--- src/rtl/moxie_ifetch.sv ---
// Instruction fetch stage for mox125: drives the icache, decodes 2/4/6-byte
// instruction lengths and queues {inst, imm, pc, len} for decode.
module moxie_ifetch #(
  parameter logic [31:0] RESET_PC = 32'h0000_1000,
  parameter int          DEPTH    = 4
) (
  input  logic        clk_i,
  input  logic        rst_ni,
  output logic [31:0] ic_adr_o,
  output logic        ic_stb_o,
  input  logic        ic_hit_i,
  input  logic [15:0] ic_inst_i,
  input  logic [31:0] ic_data_i,
  input  logic        flush_i,
  input  logic [31:0] flush_pc_i,
  output logic        inst_valid_o,
  input  logic        inst_ready_i,
  output logic [15:0] inst_o,
  output logic [31:0] imm_o,
  output logic [31:0] pc_o,
  output logic [2:0]  len_o
);

  localparam int                PTR_W     = $clog2(DEPTH);
  localparam int                CNT_W     = PTR_W + 1;
  localparam logic [CNT_W-1:0]  DEPTH_C   = CNT_W'(DEPTH);
  localparam logic [31:0]       RESET_FPC = RESET_PC & 32'hffff_fffe;

  function automatic logic [2:0] inst_len(input logic [15:0] inst);
    logic [2:0] len;
    len = 3'd2;
    if (!inst[15]) begin
      case (inst[15:8])
        8'h01, 8'h03, 8'h08, 8'h09, 8'h1a, 8'h1b,
        8'h1d, 8'h1f, 8'h20, 8'h22, 8'h23:       len = 3'd6;
        8'h0c, 8'h0d, 8'h36, 8'h37, 8'h38, 8'h39: len = 3'd4;
        default:                                  len = 3'd2;
      endcase
    end
    return len;
  endfunction

  // Immediates are raw halfwords from the following bytes; decode sign-extends.
  function automatic logic [31:0] inst_imm(input logic [2:0] len, input logic [31:0] data);
    logic [31:0] imm;
    case (len)
      3'd6:    imm = data;
      3'd4:    imm = {16'h0000, data[31:16]};
      default: imm = 32'h0000_0000;
    endcase
    return imm;
  endfunction

  logic [31:0]      fpc_q, fpc_d;
  logic [PTR_W-1:0] wptr_q, wptr_d;
  logic [PTR_W-1:0] rptr_q, rptr_d;
  logic [CNT_W-1:0] cnt_q, cnt_d;

  logic [15:0] inst_mem_q [DEPTH];
  logic [31:0] imm_mem_q  [DEPTH];
  logic [31:0] pc_mem_q   [DEPTH];
  logic [2:0]  len_mem_q  [DEPTH];

  logic        valid;
  logic        pop;
  logic        stb;
  logic        push;
  logic [2:0]  fet_len;
  logic [31:0] fet_imm;

  // A pop in the same cycle frees a slot, so a full queue can still fetch.
  always_comb begin
    valid   = (cnt_q != '0);
    pop     = valid & inst_ready_i;
    stb     = rst_ni & ~flush_i & ((cnt_q < DEPTH_C) | pop);
    push    = stb & ic_hit_i;
    fet_len = inst_len(ic_inst_i);
    fet_imm = inst_imm(fet_len, ic_data_i);
  end

  always_comb begin
    fpc_d  = fpc_q;
    wptr_d = wptr_q;
    rptr_d = rptr_q;
    cnt_d  = cnt_q;
    if (flush_i) begin
      fpc_d  = flush_pc_i & 32'hffff_fffe;
      wptr_d = '0;
      rptr_d = '0;
      cnt_d  = '0;
    end else begin
      if (push) begin
        fpc_d  = fpc_q + {29'd0, fet_len};
        wptr_d = wptr_q + PTR_W'(1);
      end
      if (pop) begin
        rptr_d = rptr_q + PTR_W'(1);
      end
      case ({push, pop})
        2'b10:   cnt_d = cnt_q + CNT_W'(1);
        2'b01:   cnt_d = cnt_q - CNT_W'(1);
        default: cnt_d = cnt_q;
      endcase
    end
  end

  always_ff @(posedge clk_i or negedge rst_ni) begin
    if (!rst_ni) begin
      fpc_q  <= RESET_FPC;
      wptr_q <= '0;
      rptr_q <= '0;
      cnt_q  <= '0;
    end else begin
      fpc_q  <= fpc_d;
      wptr_q <= wptr_d;
      rptr_q <= rptr_d;
      cnt_q  <= cnt_d;
    end
  end

  // Payload storage carries no reset; only the pointers and count qualify it.
  always_ff @(posedge clk_i) begin
    if (push) begin
      inst_mem_q[wptr_q] <= ic_inst_i;
      imm_mem_q[wptr_q]  <= fet_imm;
      pc_mem_q[wptr_q]   <= fpc_q;
      len_mem_q[wptr_q]  <= fet_len;
    end
  end

  assign ic_adr_o     = fpc_q;
  assign ic_stb_o     = stb;
  assign inst_valid_o = valid;
  assign inst_o       = inst_mem_q[rptr_q];
  assign imm_o        = imm_mem_q[rptr_q];
  assign pc_o         = pc_mem_q[rptr_q];
  assign len_o        = len_mem_q[rptr_q];

endmodule

--- config.mk ---
export PLATFORM = sky130hd
export DESIGN_NAME = moxie_ifetch
export DESIGN_NICKNAME = d
export VERILOG_FILES = /design/src/rtl/moxie_ifetch.sv
export SDC_FILE = /design/constraint.sdc
export NUM_CORES = 1
export LEC_CHECK = 0
export CAP_MARGIN = 30
export CORE_UTILIZATION = 23
export DETAILED_ROUTE_END_ITERATION = 16
export PLACE_DENSITY = 0.48
export SETUP_SLACK_MARGIN = 0.05
export SKIP_CTS_REPAIR_TIMING = 1
export SYNTH_ARGS = -nofsm -noshare
export SYNTH_HDL_FRONTEND = slang
export SYNTH_SLANG_ARGS = --single-unit
--- constraint.sdc ---
create_clock -name clk_i -period 4.1 [get_ports clk_i]
set_input_delay 1.23 -clock clk_i [delete_from_list [all_inputs] [get_ports clk_i]]
set_output_delay 1.23 -clock clk_i [all_outputs]
set_load 0.005 [all_outputs]
# == Yosys cells after proc, flatten, opt, wreduce, memory -nomap -nowiden ==
# Memories as Yosys holds them, arrays and structs flattened.
# Cells that the tools add are included.
# totals
regBits,39
latchBits,0
mem_bits_rw,332
rom_bits,128
input_bits,85
wordCells,43
n_memories,5
# op_classes
add_sub_neg,5
multipliers,0
n_div,0
magnitude_cmp,1
n_eq_ne,4
n_shift,0
muxes,13
bitwise_logic,6
reduce_logical,5
# mem_list
name,depth,width,read_ports,rd_ports_with_merged_regs,write_ports,line,rtl
(no name shown),64,2,1,0,0,33,case (inst[15:8])
imm_mem_q,4,32,1,0,1,60,logic [31:0] imm_mem_q [DEPTH];
pc_mem_q,4,32,1,0,1,61,logic [31:0] pc_mem_q [DEPTH];
inst_mem_q,4,16,1,0,1,59,logic [15:0] inst_mem_q [DEPTH];
len_mem_q,4,3,1,0,1,62,logic [2:0] len_mem_q [DEPTH];
# op_table
op,count
two-way mux 32 bit,2
one-hot mux 32 bit (2 select lines),1
adder 32 x 3 -> 32 bit,1
two-way mux 3 bit,3
two-way mux 2 bit,4
equality test 3 bit (second input constant),2
one-hot mux 3 bit (2 select lines),1
nonzero test 3 bit,2
adder 2 x 1 -> 2 bit (second input constant),2
bitwise AND 1 bit,4
nonzero test 2 bit,2
adder 3 x 1 -> 3 bit (second input constant),1
less-than comparator 3 bit (second input constant),1
subtractor 3 x 1 -> 3 bit (second input constant),1
equality test 2 x 1 -> 1 bit (second input constant),1
equality test 2 bit (second input constant),1
logical NOT 2 bit,1
two-way mux 1 bit,2
NOT 1 bit,1
bitwise OR 1 bit,1

# == Logic depth before layout (Yosys ltp) ==
# Gate-level depths: netlist of run 1.
# depth
word_depth,8
depth_mapped,14
ltp_nobuf,12

# == Least setup slack after synthesis of run 1 ==
# OpenSTA, ideal clock, no wires.
# synth_path
path_kind,input to register
start,in flush_i
end,"mem imm_mem_q[0][0], enable pin"
setup_time_ns,0.448
t_arrival_ns,4.298
required_ns,3.652
path_slack_ns,-0.646
cell_stages,7
path_buffers,4
cell_sequence,clkbuf_1 nor2b_1 and3_1 buf_2 buf_2 clkbuf_1 and2_1
# synth_between
elab_chain_len,6
# synth_rtl
element,line,rtl
from (decl),14,"input logic flush_i,"
NOT 1 bit,75,stb = rst_ni & ~flush_i & ((cnt_q < DEPTH_C) | pop);
bitwise AND 1 bit (2 in series),75,
bitwise AND 1 bit,76,push = stb & ic_hit_i;
two-way mux 1 bit,123,if (push) begin
two-way mux 1 bit (implied by the code),125,imm_mem_q[wptr_q] <= fet_imm;
to (decl),60,
# Every way passes these cells.

# == Worst setup path after layout of run 1 ==
# layout_path
start,in inst_ready_i
end,out ic_stb_o
# layout_between
elab_chain_len,3
# layout_rtl
element,line,rtl
from (decl),17,"input logic inst_ready_i,"
bitwise AND 1 bit,74,pop = valid & inst_ready_i;
bitwise OR 1 bit,75,
bitwise AND 1 bit,75,
to (decl),10,"output logic ic_stb_o,"
# Every way passes these cells.

==> impl_results.md, run 1 <==
* Total grt overflow at 0
* Crit path max fanout at 3
* Final hold violation count at 0
* Routability Congestion at 0.7915
* Post-DP HPWL at 24,320 um
* Main synth FF type: edfxtp_1
* Worst setup slack after layout at 179.9 ps
* Unique masters post-synth at 62
* Crit path buffers/inverters at 2
* Post-DRT Antenna Nets at 0
* Fin util at 0.3134
* R2R Setup Slk at 1800 ps
* Port bufs at 197
* Mapped Cells at 752
* WL final at 38,130 um
* Synth top area share at 0.6720
* Peak VDD IR at 0.0002236 V
* Fill cells at 6,079
* Slowest-stage cell, CP: clkdlybuf4s50_1
* CTS Root Cell: clkbuf_16
* Core box area at 61,940 sq um
* First-pass GRT wire length at 56,840 um
* Worst setup SP type: input pin
* Worst Max-Slew Pin Slew at 738.4 ps
* Most numerous cell in the Yosys netlist: edfxtp_1
* Clock Tree Buf Depth at 3
* Wire length on met1 at 17,370 um
* Gr usage total at 0.1200
* Clock sinks at 362
* CP endpoint kind: output pin
* Vias/cell at 4.325
* Clock Latency Late Sink at 550 ps
* Largest net degree at the start of global routing at 60
* Synth area leaders: edfxtp_1 67%, mux4_2 13%, dfrtp_1 6.4%
* # diodes at 0
* WP data arrival at 2690 ps
* Ys async rst share at 0.1050
* CTS tree: yes
* Syn-to-layout area delta at 34.07%
* Post-synth EDFFs at 324
* CTS clock-pin slew for the worst setup and hold paths at 60 ps
* Worst clock skew at 15.59 ps
* Seq cells post-synth at 362
* DR WL met2 at 17,590 um
* RSZ-0062 raised after global routing: no
* Max_cap viols at 0
* Status: finished clean
* Pwr dens at 528.3 nW/um^2
* Slew Viols, Final at 0
* Pre-CTS setup slack at -442.0 ps
* Top post-synthesis cells by count: 324 x edfxtp_1, 81 x mux4_2, 39 x nand2_1
* Initial Utilization at 0.2338
* DRT iter0 DRCs at 490
* WP data required at 2870 ps
* Cell area after placement at 17,920 sq um
* Sequential fraction of the synthesis area at 0.7377
* Met3 WL at 2219 um
* Row count at 91
* Max_slew headroom at 0.5064
* Final instance area at 19,410 sq um
* Finish-stage setup viols at 0
* Avg WL per Cell at 20.23 um
* H-tree depth at 2
* Nets at 1,107
* Final worst-path cycle share at 0.9561
* DRT Pass-1 Iters at 5
* Crit path top cell by count: clkdlybuf4s50_1
* Vias in the first global route at 8,719
* HP Class: reg2reg
* Initial antenna violation count at 2
* Yosys top cell by area: edfxtp_1
* Die H at 252.9 um
* Critical Path Max Stage Delay at 570 ps
* Leakage at 6.352 nW
* Die width at 252.9 um
* Critical path class: in2out
* Vias at 8,152
* Yosys warning total at 0
* DRC viols at 0
* F_max at 255.1 MHz
* Cts bufs inserted at 43
* Num ports at 202
* CP cell instances: clkdlybuf4s50_1 > nand2b_1 > and2_1 > clkdlybuf4s50_1
* Cell family with most CP delay: buffers and inverters
* Mapped Avg Cell Area at 19.25 sq um
* Uppermost layer routed: met5
* Die area at 63,960 sq um
* Post-Syn Area at 14,480 sq um
* Layout cells sized above 1 at 0.2252
* Tmin final at 3920 ps
-- where the power goes --
group / internal (mW) / leakage [nW] / switching (mW)
combinational: 1.15 / 2.20 / 0.813
clock: 2.50 / 0.721 / 1.50
sequential: 4.16 / 3.44 / 0.138
-- state kept, by name (all words and copies together), names as in the netlist --
register	flops
pc_mem_q	124
len_mem_q	8
imm_mem_q	128
rptr_q	2
cnt_q	3
inst_mem_q	64
wptr_q	2
ic_adr_o	31
-- final timing paths --
kind / to / cells past startpoint / startpoint
max in group asynchronous: rptr_q[0] / 2 / rst_ni
setup / recovery: ic_stb_o / 4 / inst_ready_i
setup reg to reg: ic_adr_o[30] / 5 / ic_adr_o[12]
hold reg to reg: pc_mem_q[0][10] / 0 / ic_adr_o[10]
min in group asynchronous: ic_adr_o[6] / 2 / rst_ni
hold / removal: pc_mem_q[0][10] / 0 / ic_adr_o[10]
-- cell type report --
| type | instances | area (sq um) | area share |
|---|---|---|---|
| well taps | 837 | 1047 | 0.05395 |
| clock inverters | 28 | 336.6 | 0.01734 |
| repair buffers | 253 | 2562 | 0.1320 |
| clock buffers | 51 | 1149 | 0.05917 |
| multi-input cells | 342 | 3583 | 0.1846 |
| inverters | 12 | 45.04 | 0.002320 |
| flip-flops and latches | 362 | 10690 | 0.5506 |
-- routing by layer --
metal | vias up | global-route usage
met3 | 68 | 0.02899
met2 | 255 | 0.1930
met5 | - | 0
met4 | 2 | 0.03481
li1 | 3623 | -
met1 | 4204 | 0.1601
-- per-stage QoR --
step	std cells	setup TNS, ps	total power, mW	hold slack, ps
after floorplan	754	0	5.282	515.0
after global placement	1806	-4726	6.395	560.3
after detailed placement	1806	-5116	6.402	578.2
after CTS	1885	0	10.47	586.1
after global routing	1885	0	10.70	620.3
final	1885	0	10.26	571.9
-- worst register-to-register path: stages, from the launching register on --
cell	delay, ps
dfstp_2	680
nand4_2	310
nor4_4	470
nand2_1	250
or4_1	440
nand3_1	90
-- cell usage in the layout, fill, tap and decap left out, drive strengths merged, types with 3 or more instances in the layout --
cell type      instances
or3                    5
a221o                  4
o311ai                 6
buf                   57
a21oi                  9
xor2                   3
clkdlybuf4s50        196
nor4                   5
and3                   4
clkinvlp               3
nor2b                  3
ha                     6
dfrtp                 37
mux4                  81
bufinv                 8
a22oi                  3
edfxtp               324
a21o                   3
nand3b                 3
nand4                 12
conb                   3
nor3                   7
o21ai                 12
o211ai                13
and2                  24
mux2i                  4
a22o                  18
clkbuf                51
clkinv                18
a32oi                  4
nor2                  21
nand3                 25
nand2                 39
inv                   11
-- cells by family (layout without fill, tap and decap cells) --
kind of cell	count (synthesis)	after routing	synth area share
compound gates	84	84	0.04606
flops	362	362	0.7377
other cells	1	3	0.0002590
xor+xnor	5	5	0.003025
mux	85	85	0.1288
fa+ha+maj	8	8	0.007950
buf+inv	50	344	0.01659
simple gates	157	157	0.05963
Power figures use the tool's default switching activity.
==> run 2, diff against run 1 <==
--- a/config.mk
+++ b/config.mk
@@ -8,7 +8,6 @@
 export CAP_MARGIN = 30
 export CORE_UTILIZATION = 23
 export DETAILED_ROUTE_END_ITERATION = 16
-export PLACE_DENSITY = 0.48
 export SETUP_SLACK_MARGIN = 0.05
 export SKIP_CTS_REPAIR_TIMING = 1
 export SYNTH_ARGS = -nofsm -noshare
==> run 2 against run 1 <==
Compared with the run above: design area is 0.48% lower; die area stayed put; critical path type is now in2reg; final cell count is 0.11% lower; critical endpoint is now ic_adr_o[27]; maximum frequency is 1.9% higher; first-iteration DRC count is 24% higher; largest cell class unchanged; routed wire length is 2.8% lower; clock power is 5.8% lower; critical path depth is 9 higher.
==> impl_results.md, run 2 (synthesis gave the netlist of run 1 again) <==
* Status: finished clean
* DRT Pass-1 Iters at 5 (unchanged)
* H-tree depth at 2 (unchanged)
* Hold Path Cell Cnt at 0 (unchanged)
* Tot Pwr at 10.01 mW (-2.4%)
* # diodes at 0 (unchanged)
* Num ports at 202 (unchanged)
* Most common cell after layout, fill and taps aside: edfxtp_1
* Gr usage total at 0.1162 (-0.003867)
* Avg WL per Cell at 19.69 um (-2.7%)
* F_max at 259.9 MHz (+1.9%)
* Slew Viols, Final at 0 (unchanged)
* Max FFs per register at 128 (unchanged)
* DRT iter0 DRCs at 610 (+24%)
* CP cell instances: clkdlybuf4s50_1 > or3b_1 > o32ai_1 > a21o_2 > nor3b_4 > inv_1 > ha_1 > fa_2 > nand3_1 > nor2_2 > nand3_1 > nor3_1 > or3b_2
* RSZ-0062 raised after global routing: no
* Final hold violation count at 0 (unchanged)
* Layout cells sized above 1 at 0.2237 (-0.001481)
* Cell area after placement at 17,900 sq um (-0.14%)
* Vias/cell at 4.354 (+0.68%)
* Critical path class: in2reg
* DRC viols at 0 (unchanged)
* CTS clock-pin slew for the worst setup and hold paths at 60 ps (about the same)
* Core box area at 61,940 sq um (unchanged)
* Post-DRT Antenna Nets at 0 (unchanged)
* Slowest-stage cell, CP: clkdlybuf4s50_1
* Max_slew headroom at 0.5987 (+0.09237)
* CTS tree: yes
* Pwr dens at 518.1 nW/um^2 (-1.9%)
* Largest net degree at the start of global routing at 57 (-5.0%)
* Worst Max-Slew Pin Slew at 601.9 ps (-136.5 ps)
* Crit path top cell by count: nand3_1
* Routability Congestion at 0.7976 (+0.77%)
* Pre-CTS setup slack at -457.4 ps (-15.42 ps)
* Dpl cells at 1,806 (unchanged)
* HP Class: reg2reg
* Largest reg by FF count: imm_mem_q
* Initial antenna violation count at 0 (-2)
* CTS Root Cell: clkbuf_16
* Crit path max fanout at 5 (+2)
* WP data arrival at 4270 ps (+1580 ps)
* Fill cells at 6,032 (-0.77%)
* Tmin final at 3848 ps (-72.10 ps)
* Critical Path Max Stage Delay at 480 ps (-90 ps)
* Max_cap viols at 0 (unchanged)
* First-pass GRT wire length at 55,010 um (-3.2%)
* Die H at 252.9 um (unchanged)
* Clock Latency Late Sink at 550 ps (about the same)
* Syn-to-layout area delta at 33.43%
* Clock Tree Buf Depth at 3 (unchanged)
* Final instance area at 19,320 sq um (-0.48%)
* Peak VDD IR at 0.0002613 V (+17%)
* Row count at 91 (unchanged)
* Post-DP HPWL at 23,760 um (-2.3%)
* Leakage at 6.307 nW (-0.71%)
* Final Non-Filler Cells at 1,883 (-0.11%)
* Die area at 63,960 sq um (unchanged)
* WL final at 37,070 um (-2.8%)
* Worst clock skew at 14.00 ps (-1.591 ps)
* CP endpoint kind: flip-flop
* Nets at 1,108 (+0.090%)
* Port bufs at 197 (unchanged)
* Clock sinks at 362 (unchanged)
* Finish-stage setup viols at 0 (unchanged)
* Total grt overflow at 0 (unchanged)
* Worst setup slack after layout at 252.0 ps (+72.10 ps)
* Final worst-path cycle share at 0.9385 (-0.01758)
* Register-to-Register Path Depth at 5 (unchanged)
* Most frequent cells in the layout: 324 x edfxtp_1, 196 x clkdlybuf4s50_1, 81 x mux4_2
* Vias in the first global route at 8,582 (-1.6%)
* Vias at 8,199 (+0.58%)
* Biggest regs: imm_mem_q: 128 flops, pc_mem_q: 124 flops, inst_mem_q: 64 flops
* Worst setup SP type: input pin
* Cts bufs inserted at 43 (unchanged)
* Initial Utilization at 0.2338 (unchanged)
* WP data required at 4520 ps (+1650 ps)
* Die width at 252.9 um (unchanged)
[run 2: cell type report]
| type | instances | area, sq um | area share |
|---|---|---|---|
| Clock buffer | 57 | 1201 | 0.06217 |
| Clock inverter | 19 | 206.4 | 0.01069 |
| Inverter | 12 | 45.04 | 0.002331 |
| Multi-Input combinational cell | 342 | 3586 | 0.1856 |
| Sequential cell | 362 | 10690 | 0.5533 |
| Tap cell | 837 | 1047 | 0.05421 |
| Timing Repair Buffer | 254 | 2545 | 0.1317 |
[run 2: routing by layer]
metal	GRT usage	up-vias	part of all wire
met5	0	-	0
met4	0.02961	0	0.018
met3	0.02930	51	0.073
met2	0.1878	291	0.47
met1	0.1548	4239	0.43
li1	-	3618	-
[run 2: worst paths after layout]
kind                               startpoint               to  slack (ps)
worst min register to register   ic_adr_o[10]  pc_mem_q[0][10]         570
worst max register to register   ic_adr_o[12]     ic_adr_o[27]        1830
worst max-delay path            ic_inst_i[11]     ic_adr_o[27]         250
worst min-delay path             ic_adr_o[10]  pc_mem_q[0][10]         570
max in group asynchronous              rst_ni        rptr_q[0]        2890
min in group asynchronous              rst_ni     ic_adr_o[22]         780
[run 2: stage by stage]
stage / utilization / setup TNS (ps) / hold slack, ps
after floorplan: - / 0 / 515.0
after global placement: 0.2890 / -5689 / 557.8
after detailed placement: 0.2890 / -6683 / 569.9
after CTS: 0.3117 / 0 / 580.7
after global routing: 0.3119 / 0 / 602.9
final: 0.3119 / 0 / 574.2
[run 2: critical path: cells and delay by family]
| kind | cells | cell delay, ps |
|---|---|---|
| buffers and inverters | 2 | 600 |
| AND/OR/NAND/NOR | 7 | 1430 |
| adder cells (fa/ha/maj) | 2 | 620 |
| AO/OA/AOI/OAI | 2 | 380 |
[run 2: power by group]
group	switching, mW	internal, mW
clock	1.47	2.31
sequential	0.153	4.16
combinational	0.790	1.13
total	2.41	7.60
==> run 3, diff against run 2 <==
--- a/config.mk
+++ b/config.mk
@@ -8,6 +8,7 @@
 export CAP_MARGIN = 30
 export CORE_UTILIZATION = 23
 export DETAILED_ROUTE_END_ITERATION = 16
+export GPL_TIMING_DRIVEN = 0
 export SETUP_SLACK_MARGIN = 0.05
 export SKIP_CTS_REPAIR_TIMING = 1
 export SYNTH_ARGS = -nofsm -noshare
==> run 3 against run 2 <==
Compared with the run above: total power down 2.5%; register-to-register slack got worse by 520 ps; clock-buffer cell count shrank 4; design area fell by 1.3%; hold slack got worse by 10 ps; routed wire length up 5.4%; highest routed layer unchanged.
==> impl_results.md, run 3 (synthesis gave the netlist of run 1 again) <==
* Slew Viols, Final at 0 (unchanged)
* Die H at 252.9 um (unchanged)
* Vias/cell at 4.395 (+0.93%)
* Die width at 252.9 um (unchanged)
* Vias at 8,227 (+0.34%)
* Most frequent cells in the layout: 324 x edfxtp_1, 189 x clkdlybuf4s50_1, 81 x mux4_2
* Register-to-Register Path Depth at 7 (+2)
* Port bufs at 196 (-0.51%)
* Max FFs per register at 128 (unchanged)
* Max_cap viols at 0 (unchanged)
* Cell area after placement at 17,700 sq um (-1.1%)
* Status: finished clean
* CTS clock-pin slew for the worst setup and hold paths at 60 ps (about the same)
* Clock Tree Buf Depth at 3 (unchanged)
* First-pass GRT wire length at 56,380 um (+2.5%)
* Finish-stage setup viols at 0 (unchanged)
* Row count at 91 (unchanged)
* Total grt overflow at 0 (unchanged)
* Layout cells sized above 1 at 0.2029 (-0.02081)
* CP endpoint kind: output pin
* Final instance area at 19,070 sq um (-1.3%)
* Biggest regs: imm_mem_q: 128 flops, pc_mem_q: 124 flops, inst_mem_q: 64 flops
* DRT Pass-1 Iters at 5 (unchanged)
* CTS Root Cell: clkbuf_16
* Initial antenna violation count at 0 (unchanged)
* Clock Latency Late Sink at 550 ps (about the same)
* F_max at 256.1 MHz (-1.4%)
* DRT iter0 DRCs at 541 (-11%)
* Critical path class: reg2out
* H-tree depth at 2 (unchanged)
* WL final at 39,070 um (+5.4%)
* Nets at 1,100 (-0.72%)
* RSZ-0062 raised after global routing: yes
* Largest net degree at the start of global routing at 45 (-21%)
* Final hold violation count at 0 (unchanged)
* Crit path max fanout at 10 (+5)
* Final Non-Filler Cells at 1,872 (-0.58%)
* Vias in the first global route at 8,458 (-1.4%)
* Pwr dens at 512.0 nW/um^2 (-1.2%)
* Avg WL per Cell at 20.87 um (+6.0%)
* Cts bufs inserted at 40 (-7.0%)
* CTS tree: yes
* Worst setup SP type: flip-flop
* WP data required at 2870 ps (-1650 ps)
* Sequential Area at 10,680 sq um (about the same)
* DRC viols at 0 (unchanged)
* Worst clock skew at 18.83 ps (+4.826 ps)
* Max_slew headroom at 0.5120 (-0.08674)
* Syn-to-layout area delta at 31.71%
* Clock sinks at 362 (unchanged)
* Hold Path Cell Cnt at 1 (+1)
* Post-DP HPWL at 25,890 um (+9.0%)
* Num ports at 202 (unchanged)
* Tmin final at 3904 ps (+56.12 ps)
* Leakage at 6.216 nW (-1.4%)
* Area of the multi-input gates at 3626 sq um (+1.1%)
* Routability Congestion at 0.8422 (+5.6%)
* Gr usage total at 0.1206 (+0.004425)
* Setup_tns at 0 ps (unchanged)
* Fill cells at 6,125 (+1.5%)
* HP Class: reg2reg
* # diodes at 0 (unchanged)
* Worst Max-Slew Pin Slew at 729.3 ps (+127.4 ps)
* Die area at 63,960 sq um (unchanged)
* Initial Utilization at 0.2338 (unchanged)
* Most common cell after layout, fill and taps aside: edfxtp_1
* Dpl cells at 1,796 (-0.55%)
* WP data arrival at 2670 ps (-1600 ps)
* Largest reg by FF count: imm_mem_q
* Peak VDD IR at 0.0002494 V (-4.6%)
* Post-DRT Antenna Nets at 0 (unchanged)
* Core box area at 61,940 sq um (unchanged)
* Final worst-path cycle share at 0.9522 (+0.01369)
-- run 3: routing by layer --
layer / vias to the layer above / wire, um / GRT usage
met1: 4262 / 17190 / 0.1631
met3: 48 / 2426 / 0.02405
met5: - / 0 / 0
met2: 308 / 18820 / 0.1960
li1: 3609 / - / -
met4: 0 / 635 / 0.03290
-- run 3: worst max-delay path, cell delays in order (launching register included) --
cell and delay, ps:
dfrtp_1 410, clkbuf_4 240, clkbuf_4 300, mux4_2 530, clkdlybuf4s50_1 630
-- run 3: final cells by class --
cell class,count,area share
sequential,362,0.5601
multi-input combinational,345,0.1901
tap,837,0.05492
buffer,37,0.01234
clock inverter,17,0.008989
timing repair buffer,209,0.1150
clock buffer,53,0.05610
inverter,12,0.002362
-- run 3: path summary, 6_finish.rpt --
check	from	end	slack (ps)
worst min-delay path	wptr_q[0]	wptr_q[0]	560
max in group asynchronous	rst_ni	ic_adr_o[12]	3020
worst min register to register	wptr_q[0]	wptr_q[0]	560
worst max register to register	cnt_q[2]	inst_mem_q[0][1]	1310
min in group asynchronous	rst_ni	ic_adr_o[28]	600
worst max-delay path	rptr_q[0]	pc_o[3]	200
-- run 3: through the flow --
stage	total power, mW	setup slack (ps)	util	hold WS (ps)
after floorplan	5.282	113.0	-	515.0
after global placement	6.381	-2884	0.2826	548.9
after detailed placement	6.426	-1526	0.2857	560.3
after CTS	9.910	-929.3	0.3058	567.2
after global routing	10.19	43.21	0.3079	590.9
final	9.763	195.9	0.3079	563.8
-- run 3: power by group --
group	internal (mW)	total, mW	switching, mW
combinational	1.16	2.02	0.851
sequential	4.16	4.31	0.150
clock	2.02	3.44	1.42
total	7.35	9.76	2.42
